<file path="src/rtl/fp_pkg.sv">
// Shared FP adder definitions: field widths, special encodings, FSM states.
package fp_pkg;

    localparam int unsigned EXP_W  = 8;
    localparam int unsigned FRAC_W = 23;
    localparam int unsigned BIAS   = 127;
    localparam int unsigned SIG_W  = FRAC_W + 4;

    localparam logic [31:0]      QNAN    = 32'h7FC0_0000;
    localparam logic [31:0]      PINF    = 32'h7F80_0000;
    localparam logic [EXP_W-1:0] EXP_MAX = '1;

    typedef enum logic [2:0] {
        IDLE,
        ALIGN,
        ADD,
        NORM,
        WB
    } fpState_t;

    typedef struct packed {
        logic              sign;
        logic [EXP_W-1:0]  exp;
        logic [FRAC_W-1:0] frac;
    } fp32_t;

    function automatic logic [31:0] signedInf(input logic sign);
        return PINF | {sign, 31'b0};
    endfunction

endpackage

</file>
<file path="src/rtl/fp_lzc27.sv">
// Leading-zero counter for the 27-bit normalisation datapath.
module fp_lzc27
    import fp_pkg::*;
(
    input  logic [SIG_W-1:0] value,
    output logic [4:0]       count,
    output logic             allZero
);

    always_comb begin
        count = 5'(SIG_W);
        for (int unsigned i = 0; i < SIG_W; i++) begin
            if (value[i]) begin
                count = 5'(SIG_W - 1 - i);
            end
        end
        allZero = ~|value;
    end

endmodule

</file>
<file path="src/rtl/fp_add_unit.sv">
// Multi-cycle single-precision adder/subtractor writing the FP register file.
// Build option: define FPADD_RNE_EN for round-to-nearest-even; default truncates.
module fp_add_unit
    import fp_pkg::*;
(
    input  logic        Clk,
    input  logic        Reset_n,
    input  logic        Start,
    input  logic [31:0] OpA,
    input  logic [31:0] OpB,
    input  logic        Sub,
    input  logic [4:0]  DestReg,
    output logic        Busy,
    output logic        Done,
    output logic [31:0] WriteData,
    output logic [4:0]  WriteRegister,
    output logic        RegWrite
);

    localparam int unsigned XW = EXP_W + 2;

    fpState_t state, stateNext;

    fp32_t      opAQ, opBQ;
    logic       subQ;
    logic [4:0] destQ;

    logic [SIG_W-1:0] bigQ, smallQ;
    logic [EXP_W-1:0] expQ;
    logic             signQ, effSubQ, specialQ;
    logic [31:0]      specialValQ;
    logic [SIG_W:0]   sumQ;

    logic [FRAC_W:0]  aSig, bSig, bigSig, smallSig;
    logic [EXP_W-1:0] bigExp, smallExp, expDiff;
    logic [4:0]       shAmt;
    logic [SIG_W-1:0] smallExt, shMask, smallShifted;
    logic             aNan, bNan, aInf, bInf, bSignEff, bigSign, stickyLost;
    logic             isSpecial;
    logic [31:0]      specialVal;

    logic [4:0]        lzCount;
    logic              lowZero, sumZero;
    logic [SIG_W-1:0]  normSig;
    logic [XW-1:0]     normExp, finalExp;
    logic [FRAC_W-1:0] finalFrac;
    logic [31:0]       result;

    always_ff @(posedge Clk or negedge Reset_n) begin
        if (!Reset_n) begin
            state <= IDLE;
        end else begin
            state <= stateNext;
        end
    end

    always_comb begin
        stateNext = state;
        Busy      = (state != IDLE);
        Done      = 1'b0;
        RegWrite  = 1'b0;
        case (state)
            IDLE:    if (Start) stateNext = ALIGN;
            ALIGN:   stateNext = ADD;
            ADD:     stateNext = NORM;
            NORM:    stateNext = WB;
            WB: begin
                stateNext = IDLE;
                Done      = 1'b1;
                RegWrite  = (WriteRegister != '0);
            end
            default: stateNext = IDLE;
        endcase
    end

    // Denormals are flushed by giving them a zero significand; exponent is already 0.
    always_comb begin
        aSig     = (opAQ.exp != '0) ? {1'b1, opAQ.frac} : '0;
        bSig     = (opBQ.exp != '0) ? {1'b1, opBQ.frac} : '0;
        bSignEff = opBQ.sign ^ subQ;
        aNan     = (opAQ.exp == EXP_MAX) && (opAQ.frac != '0);
        bNan     = (opBQ.exp == EXP_MAX) && (opBQ.frac != '0);
        aInf     = (opAQ.exp == EXP_MAX) && (opAQ.frac == '0);
        bInf     = (opBQ.exp == EXP_MAX) && (opBQ.frac == '0);

        if ({opAQ.exp, aSig} >= {opBQ.exp, bSig}) begin
            bigSig   = aSig;
            bigExp   = opAQ.exp;
            bigSign  = opAQ.sign;
            smallSig = bSig;
            smallExp = opBQ.exp;
        end else begin
            bigSig   = bSig;
            bigExp   = opBQ.exp;
            bigSign  = bSignEff;
            smallSig = aSig;
            smallExp = opAQ.exp;
        end

        expDiff      = bigExp - smallExp;
        shAmt        = (expDiff > EXP_W'(26)) ? 5'd26 : expDiff[4:0];
        smallExt     = {smallSig, 3'b000};
        shMask       = (SIG_W'(1) << shAmt) - SIG_W'(1);
        stickyLost   = |(smallExt & shMask);
        smallShifted = (smallExt >> shAmt) | {{(SIG_W-1){1'b0}}, stickyLost};

        isSpecial  = 1'b1;
        specialVal = '0;
        if (aNan || bNan) begin
            specialVal = QNAN;
        end else if (aInf && bInf) begin
            specialVal = (opAQ.sign != bSignEff) ? QNAN : signedInf(opAQ.sign);
        end else if (aInf) begin
            specialVal = signedInf(opAQ.sign);
        end else if (bInf) begin
            specialVal = signedInf(bSignEff);
        end else begin
            isSpecial = 1'b0;
        end
    end

    fp_lzc27 uLzc (
        .value   (sumQ[SIG_W-1:0]),
        .count   (lzCount),
        .allZero (lowZero)
    );

    assign sumZero = lowZero && !sumQ[SIG_W];

    always_comb begin
        if (sumQ[SIG_W]) begin
            normSig = {sumQ[SIG_W:2], sumQ[1] | sumQ[0]};
            normExp = {2'b00, expQ} + XW'(1);
        end else begin
            normSig = sumQ[SIG_W-1:0] << lzCount;
            normExp = {2'b00, expQ} - {{(XW-5){1'b0}}, lzCount};
        end
    end

`ifdef FPADD_RNE_EN
    logic              roundUp;
    logic [FRAC_W+1:0] mantRnd;

    always_comb begin
        roundUp = normSig[2] & (normSig[3] | normSig[1] | normSig[0]);
        mantRnd = {1'b0, normSig[SIG_W-1:3]} + {{(FRAC_W+1){1'b0}}, roundUp};
        if (mantRnd[FRAC_W+1]) begin
            finalFrac = mantRnd[FRAC_W:1];
            finalExp  = normExp + XW'(1);
        end else begin
            finalFrac = mantRnd[FRAC_W-1:0];
            finalExp  = normExp;
        end
    end
`else
    logic unusedBits;

    always_comb begin
        finalFrac  = normSig[SIG_W-2:3];
        finalExp   = normExp;
        unusedBits = ^{normSig[SIG_W-1], normSig[2:0]};
    end
`endif

    // A negative exponent wraps and sets the top bit, so it reads as underflow.
    always_comb begin
        if (specialQ) begin
            result = specialValQ;
        end else if (sumZero) begin
            result = {signQ & ~effSubQ, 31'b0};
        end else if (finalExp[XW-1] || (finalExp == '0)) begin
            result = {signQ, 31'b0};
        end else if (finalExp >= {2'b00, EXP_MAX}) begin
            result = signedInf(signQ);
        end else begin
            result = {signQ, finalExp[EXP_W-1:0], finalFrac};
        end
    end

    always_ff @(posedge Clk or negedge Reset_n) begin
        if (!Reset_n) begin
            opAQ          <= '0;
            opBQ          <= '0;
            subQ          <= 1'b0;
            destQ         <= '0;
            bigQ          <= '0;
            smallQ        <= '0;
            expQ          <= '0;
            signQ         <= 1'b0;
            effSubQ       <= 1'b0;
            specialQ      <= 1'b0;
            specialValQ   <= '0;
            sumQ          <= '0;
            WriteData     <= '0;
            WriteRegister <= '0;
        end else begin
            case (state)
                IDLE: begin
                    if (Start) begin
                        opAQ  <= OpA;
                        opBQ  <= OpB;
                        subQ  <= Sub;
                        destQ <= DestReg;
                    end
                end
                ALIGN: begin
                    bigQ        <= {bigSig, 3'b000};
                    smallQ      <= smallShifted;
                    expQ        <= bigExp;
                    signQ       <= bigSign;
                    effSubQ     <= opAQ.sign ^ bSignEff;
                    specialQ    <= isSpecial;
                    specialValQ <= specialVal;
                end
                ADD: begin
                    sumQ <= effSubQ ? ({1'b0, bigQ} - {1'b0, smallQ})
                                    : ({1'b0, bigQ} + {1'b0, smallQ});
                end
                NORM: begin
                    WriteData     <= result;
                    WriteRegister <= destQ;
                end
                default: ;
            endcase
        end
    end

endmodule

</file>
<file path="config.mk">
export PLATFORM = sky130hd
export DESIGN_NAME = fp_add_unit
export DESIGN_NICKNAME = d
export VERILOG_FILES = /design/src/rtl/fp_pkg.sv /design/src/rtl/fp_lzc27.sv /design/src/rtl/fp_add_unit.sv
export SDC_FILE = /design/constraint.sdc
export NUM_CORES = 1
export LEC_CHECK = 0
export ABC_CLOCK_PERIOD_IN_PS = 7500
export BUFFER_PORTS_ARGS = -buffer_cell sky130_fd_sc_hd__buf_2
export CAP_MARGIN = 20
export CORE_UTILIZATION = 62
export CTS_CLUSTER_DIAMETER = 60
export DETAILED_ROUTE_END_ITERATION = 7
export PLACE_DENSITY = 0.92
export SYNTH_ARGS = -nofsm -noshare
export SYNTH_HDL_FRONTEND = slang
export SYNTH_SLANG_ARGS = --single-unit
</file>
<file path="constraint.sdc">
create_clock -name Clk -period 7.5 [get_ports Clk]
set_clock_uncertainty 0.15 [all_clocks]
set_input_delay 0.75 -clock Clk [delete_from_list [all_inputs] [get_ports Clk]]
set_output_delay 0.75 -clock Clk [all_outputs]
set_load 0.03 [all_outputs]
</file>
==> flow_summary.ini, run 1 <==
[logic_synthesis]
synth_largest_area_cell = dfrtp_1
synth_area_leaders = dfrtp_1 (32%), ha_1 (7.0%), nand2_1 (5.8%)
synth.top_cells.by_count = nand2_1 (245), dfrtp_1 (202), nor2_1 (161)
synth_most_common_cell = nand2_1
synth_edf_count = 0
synth_top_family_by_area = compound AO/OA/AOI/OAI gates
synth-async-reset-ratio_pct = 100
synth_seq_cells = 202
synth_nets = 2103
yosys_warnings = 0
ys_types = 99
synth.yosys.seq_area_share_pct = 31.6
synthSimpleGateAreaFrac_pct = 19.4
synth.avg_cell_area_um2 = 8.24
synth_compound_area_share_pct = 24.6
synth.top_cell.area_share_pct = 31.6
synthAdderAreaFrac_pct = 7.22
postSynthCellCount = 1939
synthXorXnorAreaFrac_pct = 1.97
netlist_area_um2 = 16000
synth.area.mux_share_pct = 9.93
ys.flop_type = dfrtp_1

[setup_path]
worstSetupPathType = reg -> reg
slowest_delay_ps = 440
critPathSlowestCell = dfrtp_1
critical_path_arrival_ps = 7430
reg2reg_from = opBQ[28]
worstSetupStartpointType = register
worstSetupStartpoint = opBQ[28]
end_kind = register
path_common_cell = nand2_1
cp_data_required_time_ps = 7760
crit_fanout = 28

[route]
viasPerCell = 6.83
dr.pass1.iters = 7
drt_iter0_markers = 1960
vias = 16016
drc_errors = 0
wl_um = 52200
detail_route.wl_per_cell_um = 22.2
final_antenna_net_count = 0

[global_route]
grt_pass1_wl_um = 82200
grt_max_degree = 128
overflow = 0
track_usage_pct = 39.4
antenna_found_initial = 4
grt_pass1_vias = 15114

[clocking]
htree_levels = 1
cts_buffer_depth = 3
post_cts_buffers = 0
cts_resized = 0
holdBufCountCts = 0
cts_tree = done
root_buffer = clkbuf_16
cts_made_buffers = 24
clkTransAtPathRegs_ps = 60
clk_latency_ps = 530
clock_sinks = 202

[timing]
relSlewSlack_pct = 29.0
slew_viol_final = 0
hold_viol_final = 0
tightest_slew_ps = 1060
period_share_pct = 95.6
fin_crit_ps = 7170
finalSetupTns_ps = 0
rsz0062_at_grt = no
fmax_mhz = 139
setup_violations = 0

[die]
ios = 113
dieWidth_um = 163
start_util_pct = 63.3
core-area_um2 = 25300
dieArea_um2 = 26400
num_rows = 58
die_height_um = 163

[place]
dp_hpwl_um = 39300
io_buffers = 112
gp_congestion = 1.00

[finish]
area_delta_synth_final_pct = 10.4
final_layout_size_suffix_gt1_share_pct = 15.5
final_nets = 2165

[outcome]
status = completed

[flow_run]
cap_violations = 0

[min_path]
hp-class = in -> async
[path summary, 6_finish.rpt]
path,endpoint,slack (ps),cells past startpoint
max in group asynchronous,smallQ[17],5490,2
min in group Clk,opBQ[27],290,3
max,smallQ[1],330,25
max reg2reg,smallQ[1],330,25
min reg2reg,WriteRegister[1],310,2
min,WriteData[0],170,1
[layout by cell type (no fill, tap or decap), drive strengths merged, types with 22 or more instances in the layout]
cell,n
o21ai,169
inv,90
nor2,165
clkbuf,30
mux2,78
buf,153
ha,89
dfrtp,202
nor4,27
xnor2,23
and2,28
a211oi,24
nor3,45
mux2i,66
o31ai,22
a21oi,143
nand3,49
a31oi,31
nand2,245
[final cells by class]
type,instances,area (um2)
tap,330,413
clock inverter,10,148
timing repair buffer,154,918
fill,1941,7610
antenna,1,2.50
inverter,90,338
clock buffer,29,651
multi-input combinational,1529,10100
sequential,202,5050
[per-stage QoR]
step                setup WS [ps]  cells  instance area (um2)  utilization [%]  hold WS (ps)
finish                        329   2345                17600             69.9           172
global route                 25.3   2344                17600             69.8           272
CTS                           365   2344                17600             69.8           240
detailed placement            379   2305                16800             66.7           302
global placement              407   2304                16800             66.7           294
floorplan                     650   1939                16000                -           285
[registers in the layout, indices dropped and copies added (netlist names), 3 cells and up]
name,cells
destQ,5
WriteData,32
state,3
opBQ,32
WriteRegister,5
sumQ,28
bigQ,24
specialValQ,3
smallQ,27
expQ,8
opAQ,32
[kinds of logic after synthesis]
logic type / Yosys count
buffers and inverters: 208
adder cells (fa/ha/maj): 91
AND/OR/NAND/NOR: 655
XOR/XNOR: 36
AO/OA/AOI/OAI: 601
flip-flops: 202
multiplexers: 146
[metal layers]
metal	vias to the layer above	wire length, um	GRT usage (%)
met2	932	24100	65.2
li1	7232	-	-
met3	237	4400	6.65
met1	7609	20700	49.8
met5	-	40	0
met4	6	2880	20.0
[worst max-delay path: cells and delay by family, from the launching register on]
family | cells | cell delay [ps]
AOI/OAI and AO/OA | 8 | 2440
DFF | 1 | 440
xor gates and xnor gates | 1 | 210
buffers and inverters | 3 | 540
and+or+nand+nor | 9 | 2330
adders and majority gates | 2 | 450
muxes | 2 | 460
Power of run 1 is not shown: default switching activity piles up to over one toggle a cycle in this logic, so the estimate is an artifact.
==> run 2: changes to the inputs <==
Settings changed: ABC_CLOCK_PERIOD_IN_PS 7500 to 9250, CORE_UTILIZATION 62 to 66, PLACE_DENSITY 0.92 to 0.95.
Clock period 7.5 ns to 9.25 ns, I/O delays scaled along.
==> run 2 against run 1 <==
  * Worst hold slack gained 33 ps
  * Routed wire length grew 2.7%
  * Maximum frequency shrank 12%
  * Cell count shrank 1.3%
  * Via count grew 0.46%
==> flow_summary.ini, run 2 (synthesis results as in run 1) <==
[timing]
setup_violations = 0
relSlewSlack_pct = 25.2
fmax_mhz = 123
tightest_slew_ps = 1110
rsz0062_at_grt = no
fin_crit_ps = 8120
hold_viol_final = 0
period_share_pct = 87.8
finalSetupTns_ps = 0
slew_viol_final = 0
hold_ws_ps = 205

[global_route]
overflow = 0
grt_pass1_vias = 15576
track_usage_pct = 43.4
antenna_found_initial = 0
grt_max_degree = 81
grt_pass1_wl_um = 83900

[clocking]
cts_tree = done
holdBufCountCts = 0
clkTransAtPathRegs_ps = 60
cts_made_buffers = 26
htree_levels = 1
cts_buffer_depth = 3
root_buffer = clkbuf_16
clk_latency_ps = 540
clock_sinks = 202
cts_resized = 0
post_cts_buffers = 0

[die]
ios = 113
dieArea_um2 = 24800
start_util_pct = 67.7
die_height_um = 158
dieWidth_um = 158
core-area_um2 = 23600
num_rows = 56

[place]
placed_cells = 2270
dp_hpwl_um = 39100
io_buffers = 112
gp_congestion = 1.00

[finish]
area_delta_synth_final_pct = 9.59
final_nets = 2143
multi_input_area_um2 = 10100
final_cell_mix = nand2_1 (245), dfrtp_1 (202), nor2_1 (159), o21ai_0 (159), a21oi_1 (141)
final_layout_size_suffix_gt1_share_pct = 14.8
reg_top3 = WriteData (32), opAQ (32), opBQ (32)
mostFrequentLayoutCell = nand2_1
seqCellArea_um2 = 5050
fin_cells = 2315
nFillCells = 1767
antenna_cells = 0

[route]
final_antenna_net_count = 0
detail_route.wl_per_cell_um = 23.1
wl_um = 53600
vias = 16090
drt_iter0_markers = 1925
dr.pass1.iters = 6
viasPerCell = 6.95
drc_errors = 0

[setup_path]
path_buf_inv = 1
crit_family = simple AND/OR/NAND/NOR gates
cp_data_required_time_ps = 9520
critical_path.cell_chain = nor4_1, nand2_1, and2_1, ha_1, a21oi_2, o21ai_1, or4_4, a311o_4, and3_4, nor2_4, mux2_2, inv_1, ha_1, a2111o_1, a311oi_4, xnor2_1, o32a_1, or4b_4, nor2_1, o31a_1, mux2_2, o22ai_1, o32a_1
critical_path_arrival_ps = 8390
critPathSlowestCell = or4b_4
slowest_delay_ps = 770
crit_fanout = 49
end_kind = register
worstSetupPathType = reg -> reg
worstSetupStartpointType = register

[outcome]
status = completed

[flow_run]
cap_violations = 0

[min_path]
hp-class = in -> async
## run 2: cell type report
cell class | instances | area share (%)
multi-input cells | 1529 | 57.7
clock inverters | 11 | 0.886
repair buffers | 130 | 4.02
flip-flops and latches | 202 | 28.9
inverters | 90 | 1.93
well taps | 319 | 2.28
clock buffers | 34 | 4.29
## run 2: per-layer routing
| metal | track usage (%) | routed length [um] |
|---|---|---|
| met1 | 52.2 | 19900 |
| met2 | 70.5 | 24700 |
| met3 | 8.65 | 5100 |
| met4 | 29.4 | 3860 |
| met5 | 0 | 0 |
## run 2: final timing paths
kind                       startpoint          endpoint  slack (ps)  cells past startpoint
max in group asynchronous     Reset_n          bigQ[16]        6630                      3
setup reg to reg             opAQ[24]         smallQ[1]        1130                     23
setup / recovery             opAQ[24]         smallQ[1]        1130                     23
min in group Clk             destQ[0]  WriteRegister[0]         340                      2
hold reg to reg              destQ[0]  WriteRegister[0]         340                      2
hold / removal                Reset_n     WriteData[13]         200                      1
## run 2: through the flow
| step | util [%] | setup slack [ps] | area, um2 |
|---|---|---|---|
| 6_report | 74.2 | 1130 | 17500 |
| 5_1_grt | 74.2 | 781 | 17500 |
| 4_1_cts | 74.2 | 1280 | 17500 |
| 3_5_place_dp | 70.3 | 1360 | 16600 |
| 3_3_place_gp | 70.3 | 1550 | 16600 |
| 2_1_floorplan | - | 2400 | 16000 |
Power of run 2 is left out for the same reason.
